==> config.mk <==
export PLATFORM = sky130hd
export DESIGN_NAME = morse_encoder
export DESIGN_NICKNAME = d
export VERILOG_FILES = /design/src/rtl/morse_encoder.sv
export SDC_FILE = /design/constraint.sdc
export NUM_CORES = 1
export LEC_CHECK = 0
export BUFFER_PORTS_ARGS = -buffer_cell sky130_fd_sc_hd__buf_2
export CORE_MARGIN = 3
export CORE_UTILIZATION = 55
export CTS_CLUSTER_DIAMETER = 120
export DETAILED_ROUTE_END_ITERATION = 10
export MAX_ROUTING_LAYER = met4
export PLACE_DENSITY_LB_ADDON = 0.05
export SETUP_SLACK_MARGIN = 0.1
export SYNTH_ARGS = -nofsm -noshare
export SYNTH_HDL_FRONTEND = slang
export SYNTH_SLANG_ARGS = --single-unit
==> constraint.sdc <==
create_clock -name clk -period 2.35 [get_ports clk]
set_input_delay 0.47 -clock clk [delete_from_list [all_inputs] [get_ports clk]]
set_output_delay 0.47 -clock clk [all_outputs]
set_load 0.1 [all_outputs]
==> src/rtl/morse_encoder.sv <==
// Morse transmitter: accepts one character code per valid/ready handshake
// and keys the ITU Morse waveform for it on key_out.
// Ports:
//   clk          system clock, rising edge
//   rst          asynchronous active-low reset
//   char_in      0-25 A-Z, 26-35 digits 0-9, 36 word space, 37-63 ignored
//   char_valid   char_in valid
//   char_ready   encoder idle (combinational from state)
//   key_out      1 = carrier on (mark), registered
//   mark_is_dash 1 while the current mark is a dash, registered
//   busy         high from acceptance until return to idle, registered
module morse_encoder #(
   parameter int unsigned UNIT_CYCLES      = 1000000,
   parameter int unsigned CHAR_GAP_UNITS   = 3,
   parameter int unsigned WORD_EXTRA_UNITS = 4
) (
   input  logic       clk,
   input  logic       rst,
   input  logic [5:0] char_in,
   input  logic       char_valid,
   output logic       char_ready,
   output logic       key_out,
   output logic       mark_is_dash,
   output logic       busy
);

   localparam int unsigned CYC_W = $clog2(UNIT_CYCLES);
   localparam logic [CYC_W-1:0] CYC_LAST  = CYC_W'(UNIT_CYCLES - 1);
   localparam logic [2:0]       CGAP_LAST = 3'(CHAR_GAP_UNITS - 1);
   localparam logic [2:0]       WGAP_LAST = 3'(WORD_EXTRA_UNITS - 1);
   localparam logic [5:0]       CODE_WORD = 6'd36;

   typedef enum logic [2:0] {
      S_IDLE,
      S_MARK,
      S_SGAP,
      S_CGAP,
      S_WGAP
   } state_t;

   state_t           state, state_nxt;
   logic [CYC_W-1:0] cyc_cnt, cyc_nxt;
   logic [2:0]       unit_cnt, unit_nxt;
   logic [4:0]       shift_reg, shift_nxt;
   logic [2:0]       rem_cnt, rem_nxt;
   logic [2:0]       unit_last;
   logic             timer_done;
   logic [7:0]       rom_word;
   logic [2:0]       rom_len;
   logic [4:0]       rom_pat;

   // Symbol ROM: {len, pattern}, pattern bit0 = first symbol, 1 = dash; len 0 = no glyph
   always_comb begin
      rom_word = 8'd0;
      case (char_in)
         6'd0:  rom_word = {3'd2, 5'b00010}; // A .-
         6'd1:  rom_word = {3'd4, 5'b00001}; // B -...
         6'd2:  rom_word = {3'd4, 5'b00101}; // C -.-.
         6'd3:  rom_word = {3'd3, 5'b00001}; // D -..
         6'd4:  rom_word = {3'd1, 5'b00000}; // E .
         6'd5:  rom_word = {3'd4, 5'b00100}; // F ..-.
         6'd6:  rom_word = {3'd3, 5'b00011}; // G --.
         6'd7:  rom_word = {3'd4, 5'b00000}; // H ....
         6'd8:  rom_word = {3'd2, 5'b00000}; // I ..
         6'd9:  rom_word = {3'd4, 5'b01110}; // J .---
         6'd10: rom_word = {3'd3, 5'b00101}; // K -.-
         6'd11: rom_word = {3'd4, 5'b00010}; // L .-..
         6'd12: rom_word = {3'd2, 5'b00011}; // M --
         6'd13: rom_word = {3'd2, 5'b00001}; // N -.
         6'd14: rom_word = {3'd3, 5'b00111}; // O ---
         6'd15: rom_word = {3'd4, 5'b00110}; // P .--.
         6'd16: rom_word = {3'd4, 5'b01011}; // Q --.-
         6'd17: rom_word = {3'd3, 5'b00010}; // R .-.
         6'd18: rom_word = {3'd3, 5'b00000}; // S ...
         6'd19: rom_word = {3'd1, 5'b00001}; // T -
         6'd20: rom_word = {3'd3, 5'b00100}; // U ..-
         6'd21: rom_word = {3'd4, 5'b01000}; // V ...-
         6'd22: rom_word = {3'd3, 5'b00110}; // W .--
         6'd23: rom_word = {3'd4, 5'b01001}; // X -..-
         6'd24: rom_word = {3'd4, 5'b01101}; // Y -.--
         6'd25: rom_word = {3'd4, 5'b00011}; // Z --..
         6'd26: rom_word = {3'd5, 5'b11111}; // 0 -----
         6'd27: rom_word = {3'd5, 5'b11110}; // 1 .----
         6'd28: rom_word = {3'd5, 5'b11100}; // 2 ..---
         6'd29: rom_word = {3'd5, 5'b11000}; // 3 ...--
         6'd30: rom_word = {3'd5, 5'b10000}; // 4 ....-
         6'd31: rom_word = {3'd5, 5'b00000}; // 5 .....
         6'd32: rom_word = {3'd5, 5'b00001}; // 6 -....
         6'd33: rom_word = {3'd5, 5'b00011}; // 7 --...
         6'd34: rom_word = {3'd5, 5'b00111}; // 8 ---..
         6'd35: rom_word = {3'd5, 5'b01111}; // 9 ----.
         default: rom_word = 8'd0;
      endcase
   end

   assign rom_len = rom_word[7:5];
   assign rom_pat = rom_word[4:0];

   assign char_ready = (state == S_IDLE);

   // Last unit index of the current state's duration
   always_comb begin
      unit_last = 3'd0;
      case (state)
         S_MARK:  unit_last = shift_reg[0] ? 3'd2 : 3'd0;
         S_SGAP:  unit_last = 3'd0;
         S_CGAP:  unit_last = CGAP_LAST;
         S_WGAP:  unit_last = WGAP_LAST;
         default: unit_last = 3'd0;
      endcase
   end

   assign timer_done = (cyc_cnt == CYC_LAST) && (unit_cnt == unit_last);

   // Next-state, timer and symbol-shift logic
   always_comb begin
      state_nxt = state;
      cyc_nxt   = cyc_cnt;
      unit_nxt  = unit_cnt;
      shift_nxt = shift_reg;
      rem_nxt   = rem_cnt;

      // Timer runs in every timed state and restarts whenever a state ends
      if (state != S_IDLE) begin
         if (timer_done) begin
            cyc_nxt  = '0;
            unit_nxt = 3'd0;
         end else if (cyc_cnt == CYC_LAST) begin
            cyc_nxt  = '0;
            unit_nxt = unit_cnt + 3'd1;
         end else begin
            cyc_nxt = cyc_cnt + CYC_W'(1);
         end
      end

      case (state)
         S_IDLE: begin
            if (char_valid) begin
               if (rom_len != 3'd0) begin
                  state_nxt = S_MARK;
                  shift_nxt = rom_pat;
                  rem_nxt   = rom_len;
               end else if (char_in == CODE_WORD) begin
                  state_nxt = S_WGAP;
               end
            end
         end
         S_MARK: begin
            if (timer_done) begin
               if (rem_cnt > 3'd1) begin
                  state_nxt = S_SGAP;
                  shift_nxt = {1'b0, shift_reg[4:1]};
                  rem_nxt   = rem_cnt - 3'd1;
               end else begin
                  state_nxt = S_CGAP;
               end
            end
         end
         S_SGAP: if (timer_done) state_nxt = S_MARK;
         S_CGAP: if (timer_done) state_nxt = S_IDLE;
         S_WGAP: if (timer_done) state_nxt = S_IDLE;
         default: state_nxt = S_IDLE;
      endcase
   end

   // State, counters and registered outputs (outputs follow the next state)
   always_ff @(posedge clk or negedge rst) begin
      if (!rst) begin
         state        <= S_IDLE;
         cyc_cnt      <= '0;
         unit_cnt     <= 3'd0;
         shift_reg    <= 5'd0;
         rem_cnt      <= 3'd0;
         key_out      <= 1'b0;
         mark_is_dash <= 1'b0;
         busy         <= 1'b0;
      end else begin
         state        <= state_nxt;
         cyc_cnt      <= cyc_nxt;
         unit_cnt     <= unit_nxt;
         shift_reg    <= shift_nxt;
         rem_cnt      <= rem_nxt;
         key_out      <= (state_nxt == S_MARK);
         mark_is_dash <= (state_nxt == S_MARK) && shift_nxt[0];
         busy         <= (state_nxt != S_IDLE);
      end
   end

endmodule

==> qor.yml <==
grt:
  grt_max_degree: 38
  antenna_found_initial: 0
  grt_pass1_wl_um: 10400
  grt_usage_pct: 26.1
  grt_pass1_vias: 2230
  grt_overflow: 0
clock_tree:
  ctsHoldBuffers: 0
  clk_path_buf_depth: 2
  cts_tree: "yes"
  path_clk_slew_ps: 80
  htree_levels: 2
  clkLatencyLatePin_ps: 300
  cts_buffers: 5
  cts-root-buf: "clkbuf_8"
  cts.sinks: 37
detailed_routing:
  wl_per_cell_um: 16.2
  first_pass_iters: 5
  wirelength_um: 6140
  postRouteAntennaNets: 0
  drt_iter0_markers: 127
  drc: 0
  vias: 2259
  viasPerCell: 5.94
logic_synthesis:
  synthFlopType: "dfrtp_1"
  async_flop_share_pct: 100
  synth_edf_count: 0
  yosys_register_bits: 37
  netlist_area_um2: 2490
  postSynthAreaPerCell_um2: 9.40
  synthesis.nets: 284
  netlist_instances: 265
  ys_types: 63
  yosysWarnings: 0
  seq_area_frac_synth_pct: 37.2
sta:
  min_period_over_period_pct: 99.8
  finalHoldViolations: 0
  rsz0062_at_grt: "true"
  skew_ps: 7.39
  slew_headroom_pct: 45.2
  holdWs_ps: 263
  layout_min_cycle_time_ps: 2340
  finalSetupTns_ps: 0
  max_freq_ghz: 0.426
  finalSetupViolCount: 0
  tightest_slew_ps: 822
  slew_viol_final: 0
layout:
  fillCellCount: 271
  area_delta_synth_final_pct: 31.9
  diodes: 0
  final_cells: 380
  drive_gt1_share_pct: 36.7
  largest_reg_flops: 20
  fin_nets: 349
  seqCellArea_um2: 926
  multi_input_area_um2: 1590
die:
  core_um2: 4170
  initial_core_util_pct: 59.7
  die-area_um2: 5370
  die_x_um: 73.3
  io_pins: 13
  dieHeight_um: 73.3
  fp-row-count: 23
pwr:
  p_leak_uw: 0.00150
  ir_drop_mv: 0.408
  powerDensity_nw_per_um2: 400
  power.total_uw: 1310
critical_path:
  crit_path_end_kind: "flip-flop"
  required_ps: 2530
  critPathMaxFanout: 3
  rr_worst_depth: 7
  crit_arrival_ps: 2530
  cp-start-kind: "flip-flop"
  path_class: "flip-flop to flip-flop"
place:
  io_buffers: 12
  place_congestion: 0.932
  place_hpwl_um: 4200
  placedCellCount: 364
run_status:
  status: "complete, no violations"
min_path:
  hold_class: "input port to async pin"
job:
  cap_violations: 0
Yosys cell counts, drive strengths merged (6+ instances only):
master  count  area [um2]
a211oi      6        50.1
xnor2      10        87.6
nand2      25        93.8
nor2b       6        37.5
nor2       22        82.6
ha         10         125
nand4       7        50.1
inv         9        33.8
xor2        6        52.6
dfrtp      37         926
clkbuf      7        37.5
nand3      10        50.1
mux2i       9        90.1
and3        6        38.8
nor3       13        75.1
a21oi       7        35.0
o21ai      17        85.1
area by class of cell:
cell class | instances | share of cell area [%]
inverter | 10 | 1.41
timing repair buffer | 69 | 17.3
clock buffer | 6 | 2.52
clock inverter | 1 | 0.229
tap | 50 | 1.91
multi-input combinational | 207 | 48.4
sequential | 37 | 28.2
critical path, stage by stage (launching register included):
cell and delay, ps:
dfrtp_1 380, or4b_4 550, nor3_4 180, nand4_2 160, nor3_4 250, mux2_4 320
or2_4 250, nand2b_4 140
kinds of logic after synthesis:
kind of cell | Yosys count | share of synthesized area (%)
buffers and inverters | 21 | 4.67
adder cells (fa/ha/maj) | 10 | 5.03
AND/OR/NAND/NOR | 116 | 26.5
AO/OA/AOI/OAI | 53 | 15.6
multiplexers | 12 | 5.43
XOR/XNOR | 16 | 5.63
flip-flops | 37 | 37.2
cell usage in the layout, fill, tap and decap left out, types with 3 or more instances in the layout:
master    synthesis  routed
a21oi_1           7       5
buf_4             1      50
nand4_1           6       6
ha_4              0       3
a221o_2           3       3
buf_6             3       6
a211oi_1          5       4
xnor2_1          10      10
xor2_1            6       6
buf_2             0       9
dfrtp_1          37      37
nor2_1           22      22
nand2_1          25      25
mux2i_2           0       3
nor3_1           11      10
inv_1             9       7
nor2b_1           6       6
mux2i_1           9       6
and3_1            5       5
o21ai_0          17      16
buf_12            0       4
clkbuf_8          1       6
nand3_1          10      10
ha_1             10       7
where the power goes:
part	internal, uW	switching [uW]	total [uW]
Clock	232	235	467
Combinational	105	107	212
Sequential	636	0	636
Total	973	342	1310
per-stage QoR:
stage	setup WS (ps)	util [%]	area [um2]
after global placement	-326	71.3	2980
after CTS	-50.4	78.1	3260
after global routing	-80.3	78.7	3280
after floorplan	-70.9	-	2530
after detailed placement	-390	71.3	2980
final	5.17	78.7	3280
path summary, 6_finish.rpt:
path,from,end,slack [ps]
hold reg to reg,unit_cnt[2],unit_cnt[2],490
max in group asynchronous,rst,key_out,1560
setup / recovery,cyc_cnt[15],busy,5
hold / removal,rst,cyc_cnt[4],260
setup reg to reg,cyc_cnt[15],busy,5
min in group clk,unit_cnt[2],unit_cnt[2],490
repair_timing:
item                       in CTS  in global routing
gates resized for setup        27                  6
setup endpoints to repair      12                 16
buffers inserted                8                  1
pin swaps                      12                  7
hold endpoints to repair        0                  0
metal layers:
layer	vias to the layer above	track usage [%]	share of wire [%]
met5	-	-	0
li1	1098	-	-
met4	0	10.7	2.7
met1	1074	31.4	43
met2	71	41.7	49
met3	16	6.70	5.0
No activity file was read; power rests on OpenSTA's default activity.
